==> src/rtl/control_sequencer.sv <==
// Multi-cycle RV32I instruction sequencer: fetch/load-IR/exec/mem/write-back
// with bus handshakes, bounded bus wait and an illegal-opcode trap state.
module control_sequencer #(
    parameter int unsigned MAX_WAIT      = 15,
    parameter bit          HAS_MEM_STAGE = 1'b1
) (
    input  logic       clk,
    input  logic       rst,
    input  logic [6:0] opcode,
    input  logic       stall,
    input  logic       ibus_ack,
    input  logic       dbus_ack,
    input  logic       trap_clr,
    output logic       ibus_req,
    output logic       dbus_req,
    output logic       en_iaddr,
    output logic       load_ir,
    output logic       en_pc_counter,
    output logic       mem_stage,
    output logic       write_back_stage,
    output logic       trap,
    output logic [1:0] trap_cause,
    output logic [6:0] trap_opcode,
    output logic [2:0] state_o
);

    typedef enum logic [2:0] {
        IDLE    = 3'd0,
        FETCH   = 3'd1,
        LOAD_IR = 3'd2,
        EXEC    = 3'd3,
        MEM     = 3'd4,
        WB      = 3'd5,
        TRAP    = 3'd6
    } state_t;

    localparam int unsigned    CW        = (MAX_WAIT > 0) ? $clog2(MAX_WAIT + 1) : 1;
    localparam logic [CW-1:0]  WAIT_LAST = CW'((MAX_WAIT > 0) ? MAX_WAIT - 1 : 0);
    localparam bit             TIMEOUT_ON = (MAX_WAIT > 0);

    localparam logic [6:0] OP_LOAD  = 7'b0000011;
    localparam logic [6:0] OP_STORE = 7'b0100011;

    state_t        state;
    logic [CW-1:0] wait_cnt;
    logic          legal;
    logic          is_mem;

    always_comb begin
        legal  = opcode inside {7'b0110011, 7'b0010011, OP_LOAD, OP_STORE, 7'b1100011,
                                7'b1101111, 7'b1100111, 7'b0110111, 7'b0010111};
        is_mem = (opcode == OP_LOAD) || (opcode == OP_STORE);
    end

    always_ff @(posedge clk or negedge rst) begin
        if (!rst) begin
            state       <= IDLE;
            wait_cnt    <= '0;
            trap_cause  <= '0;
            trap_opcode <= '0;
        end else if (!stall) begin
            case (state)
                IDLE: begin
                    state    <= FETCH;
                    wait_cnt <= '0;
                end
                FETCH: begin
                    if (ibus_ack) begin
                        state <= LOAD_IR;
                    end else if (TIMEOUT_ON && wait_cnt == WAIT_LAST) begin
                        state      <= TRAP;
                        trap_cause <= 2'd2;
                    end else begin
                        wait_cnt <= wait_cnt + 1'b1;
                    end
                end
                LOAD_IR: state <= EXEC;
                EXEC: begin
                    if (!legal) begin
                        state       <= TRAP;
                        trap_cause  <= 2'd1;
                        trap_opcode <= opcode;
                    end else if (HAS_MEM_STAGE && is_mem) begin
                        state    <= MEM;
                        wait_cnt <= '0;
                    end else begin
                        state <= WB;
                    end
                end
                MEM: begin
                    if (dbus_ack) begin
                        state <= WB;
                    end else if (TIMEOUT_ON && wait_cnt == WAIT_LAST) begin
                        state      <= TRAP;
                        trap_cause <= 2'd3;
                    end else begin
                        wait_cnt <= wait_cnt + 1'b1;
                    end
                end
                WB: begin
                    state    <= FETCH;
                    wait_cnt <= '0;
                end
                TRAP: begin
                    if (trap_clr) begin
                        state      <= FETCH;
                        wait_cnt   <= '0;
                        trap_cause <= '0;
                    end
                end
                default: state <= IDLE;
            endcase
        end
    end

    // Strobes decode the state register only; en_pc_counter is additionally
    // gated by opcode, which comes from the already-latched IR during EXEC.
    always_comb begin
        ibus_req         = (state == FETCH);
        en_iaddr         = (state == FETCH) || (state == LOAD_IR);
        load_ir          = (state == LOAD_IR);
        en_pc_counter    = (state == EXEC) && legal;
        dbus_req         = (state == MEM);
        mem_stage        = (state == MEM);
        write_back_stage = (state == WB);
        trap             = (state == TRAP);
        state_o          = state;
    end

endmodule

==> config.mk <==
export PLATFORM = sky130hd
export DESIGN_NAME = control_sequencer
export DESIGN_NICKNAME = d
export VERILOG_FILES = /design/src/rtl/control_sequencer.sv
export SDC_FILE = /design/constraint.sdc
export NUM_CORES = 1
export LEC_CHECK = 0
export CAP_MARGIN = 20
export CORE_ASPECT_RATIO = 0.6
export CORE_UTILIZATION = 41
export DETAILED_ROUTE_END_ITERATION = 7
export PLACE_DENSITY = 0.81
export SLEW_MARGIN = 20
export SYNTH_ARGS = -nofsm -noshare
export SYNTH_HDL_FRONTEND = slang
export SYNTH_SLANG_ARGS = --single-unit
==> constraint.sdc <==
create_clock -name clk -period 2.6 [get_ports clk]
set_clock_uncertainty 0.1 [all_clocks]
set_input_delay 0.78 -clock clk [delete_from_list [all_inputs] [get_ports clk]]
set_output_delay 0.78 -clock clk [all_outputs]
set_load 0.05 [all_outputs]
==> results.yml <==
outcome:
  status: "completed"
synthesis:
  ys_top_cells_by_area: "dfrtp_1 (37%), mux2_4 (9.8%), nor2_1 (5.3%)"
  yosys_warnings: 0
  syn_inst: 106
  synth_ff_type: "dfrtp_1"
  yosysUniqueCellTypes: 40
  syn-num-nets: 122
  synthesis.area_mm2: 0.001070
  synth_edf_count: 0
  yosys.area.top_type: "dfrtp_1"
  seq_area_frac_synth_pct: 37.43
  synth_top_area_share_pct: 37.43
  ys_async_sr_fraction_pct: 100.0
  ys_ff_latch: 16
  synth.avg_cell_area_um2: 10.09
floorplan:
  die_y_um: 41.57
  dieWidth_um: 67.95
  core_area_mm2: 0.002310
  start_util_pct: 46.32
  rows: 13
  io_pins: 33
  die-area_mm2: 0.002824
power_and_ir_drop:
  powerDensity_mw_per_mm2: 1402
  p_leak_nw: 0.7648
  p_int_mw: 1.224
  power.share.sequential_pct: 22.1
  pwr-share-clk_pct: 9.1
  p_comb_share_pct: 68.8
  ir_worst_vdd_mv: 1.040
  power.switching_mw: 1.214
  sw_frac_of_total_pct: 49.79
setup_path:
  required_ns: 2.63
  reg2regPathDepth: 6
  slowest_delay_ns: 0.54
  cp-end-kind: "flip-flop"
  crit_family: "buffers and inverters"
  worst_ep_arrival_time_ns: 2.61
  path_buf_inv: 2
  path_class: "in2reg"
  critPathLaunchType: "input port"
  cp_slowest_cell: "or4b_4"
  cp.depth: 6
  critPathMaxFanout: 8
  worstPathCellList: "clkdlybuf4s50_1 > a41oi_2 > o311ai_4 > or4b_4 > buf_8 > mux2_4"
global_route:
  grt_overflow_total: 0
  antenna_found_initial: 0
  track_usage_pct: 23.47
  grt_first_pass_wirelength_um: 4823
  grt_max_degree: 17
  grt_pass1_vias: 977
sta:
  slew_headroom_pct: 65.84
  drv_slew: 0
  hold_violations: 0
  tns_ns: 0
  period_minus_slack_ns: 2.574
  rsz0062_at_grt: "false"
  finalSetupViolations: 0
  max_freq_mhz: 388.5
  finalCritPeriodShare_pct: 98.99
  worst_pin_slew_ns: 0.5107
layout:
  final_core_util_pct: 75.30
  fin_cells: 185
  layout.cell_area.non_filler_mm2: 0.001739
  num_antenna_cells: 0
  fin_nets: 172
  drive_gt1_share_pct: 43.23
  n_fill_cell: 173
  area_growth_syn_to_layout_pct: 62.57
clock_network:
  cts_buffer_depth: 2
  cts.htree.levels: 1
  hold_buffers: 0
  cts_tree: "built"
  cts_buffers: 3
  cts_sinks: 16
  cts-root-buf: "clkbuf_8"
  clk_pin_slew_ns: 0.07
  clock_latency_ns: 0.25
routing:
  wire_per_inst_um: 15.97
  drt_iter0_drc: 41
  vias: 1055
  wl_um: 2955
  drtAntennaViolNets: 0
  via_per_inst: 5.703
  dr.pass1.iters: 4
  route.detailed.drc: 0
run:
  drv_cap: 0
placement:
  place.gp.congestion: 0.9103
  dpl.hpwl_um: 2098
  placedCellCount: 178
  post_dp_cell_area_mm2: 0.001593
  port_buffers: 32
worst_hold_path:
  holdPathStages: 1
  min_path_type: "reg2reg"
worst paths after layout:
path | start | endpoint | slack [ns]
max | dbus_ack | trap_opcode[1] | 0.03
min | trap_opcode[5] | trap_opcode[5] | 0.41
max reg2reg | state_o[0] | trap_opcode[1] | 0.22
min reg2reg | trap_opcode[5] | trap_opcode[5] | 0.41
max in group asynchronous | rst | state_o[0] | 1.43
min in group asynchronous | rst | trap_opcode[3] | 0.75
through the flow:
stage	power [mW]	hold slack (ns)	worst slack [ns]
final	2.438	0.4087	0.02619
after global placement	2.090	0.3900	-0.3148
after detailed placement	2.135	0.3937	-0.3872
after global routing	2.580	0.4260	0.004337
after CTS	2.418	0.4149	0.02054
after floorplan	1.545	0.3844	-0.06146
cell usage after synthesis (2+ instances only):
| cell type | n |
|---|---|
| a22o_1 | 2 |
| nor2_1 | 15 |
| mux2_2 | 3 |
| mux2_4 | 7 |
| o2bb2ai_1 | 2 |
| or4_1 | 4 |
| inv_1 | 4 |
| nand2b_1 | 2 |
| inv_2 | 2 |
| nand3_1 | 3 |
| ha_1 | 2 |
| buf_4 | 3 |
| o21ai_0 | 3 |
| o31a_1 | 2 |
| clkbuf_1 | 2 |
| nand2_1 | 6 |
| o211ai_1 | 2 |
| dfrtp_1 | 16 |
| nor2b_1 | 2 |
| a21oi_1 | 4 |
power by group through the flow:
stage / Sequential [mW] / Clock, mW / Combinational (mW)
after floorplan: 0.743 / 0 / 0.803
after global placement: 0.515 / 0 / 1.57
after detailed placement: 0.528 / 0 / 1.61
after CTS: 0.530 / 0.229 / 1.66
after global routing: 0.561 / 0.240 / 1.78
final: 0.539 / 0.221 / 1.68
timing repair:
item                                    4_1_cts  5_1_grt
endpoints found under the setup margin       12       11
gates resized for setup                      22        5
pin swaps                                     6        1
buffers inserted                              3        0
metal layers:
metal / part of all wire (%) / track usage (%) / wire length, um / vias to the layer above
li1: - / - / - / 490
met1: 46 / 31.84 / 1362 / 510
met2: 47 / 36.47 / 1376 / 51
met3: 6.0 / 6.319 / 176 / 4
met4: 1.3 / 6.250 / 39 / 0
met5: 0 / 0 / 0 / -
cell families (layout without fill, tap and decap cells):
logic type / Yosys count / in the layout / synth area share (%)
flip-flops: 16 / 16 / 37.43
buffers and inverters: 11 / 60 / 4.912
adder cells (fa/ha/maj): 3 / 3 / 4.210
XOR/XNOR: 1 / 1 / 0.8189
multiplexers: 11 / 11 / 14.03
AO/OA/AOI/OAI: 25 / 25 / 18.83
AND/OR/NAND/NOR: 39 / 39 / 19.76
flip-flops by register name, summed over array words and instances, names as in the netlist:
register / count
trap_opcode: 7
trap_cause: 2
state_o: 3
wait_cnt: 4
layout make-up:
type / count / area, um^2 / area share, %
clock buffer: 4 / 55.05 / 3.165
inverter: 6 / 22.52 / 1.295
multi-input combinational: 79 / 695.7 / 40.00
sequential: 16 / 404.1 / 23.24
tap: 30 / 37.54 / 2.158
timing repair buffer: 50 / 524.3 / 30.14
cells in the final DEF, fill, tap and decap left out, types with 3 or more instances in the layout:
master	n
buf_12	8
clkdlybuf4s50_1	12
mux2_4	7
mux2_2	3
dlygate4sd2_1	9
nor2_2	3
nand2_1	5
or4_1	3
buf_4	20
clkbuf_8	4
nor2_1	12
dfrtp_1	13
o21ai_0	3
inv_1	3
inv_2	3
dfrtp_2	3
No activity file was read; power rests on OpenSTA's default activity.
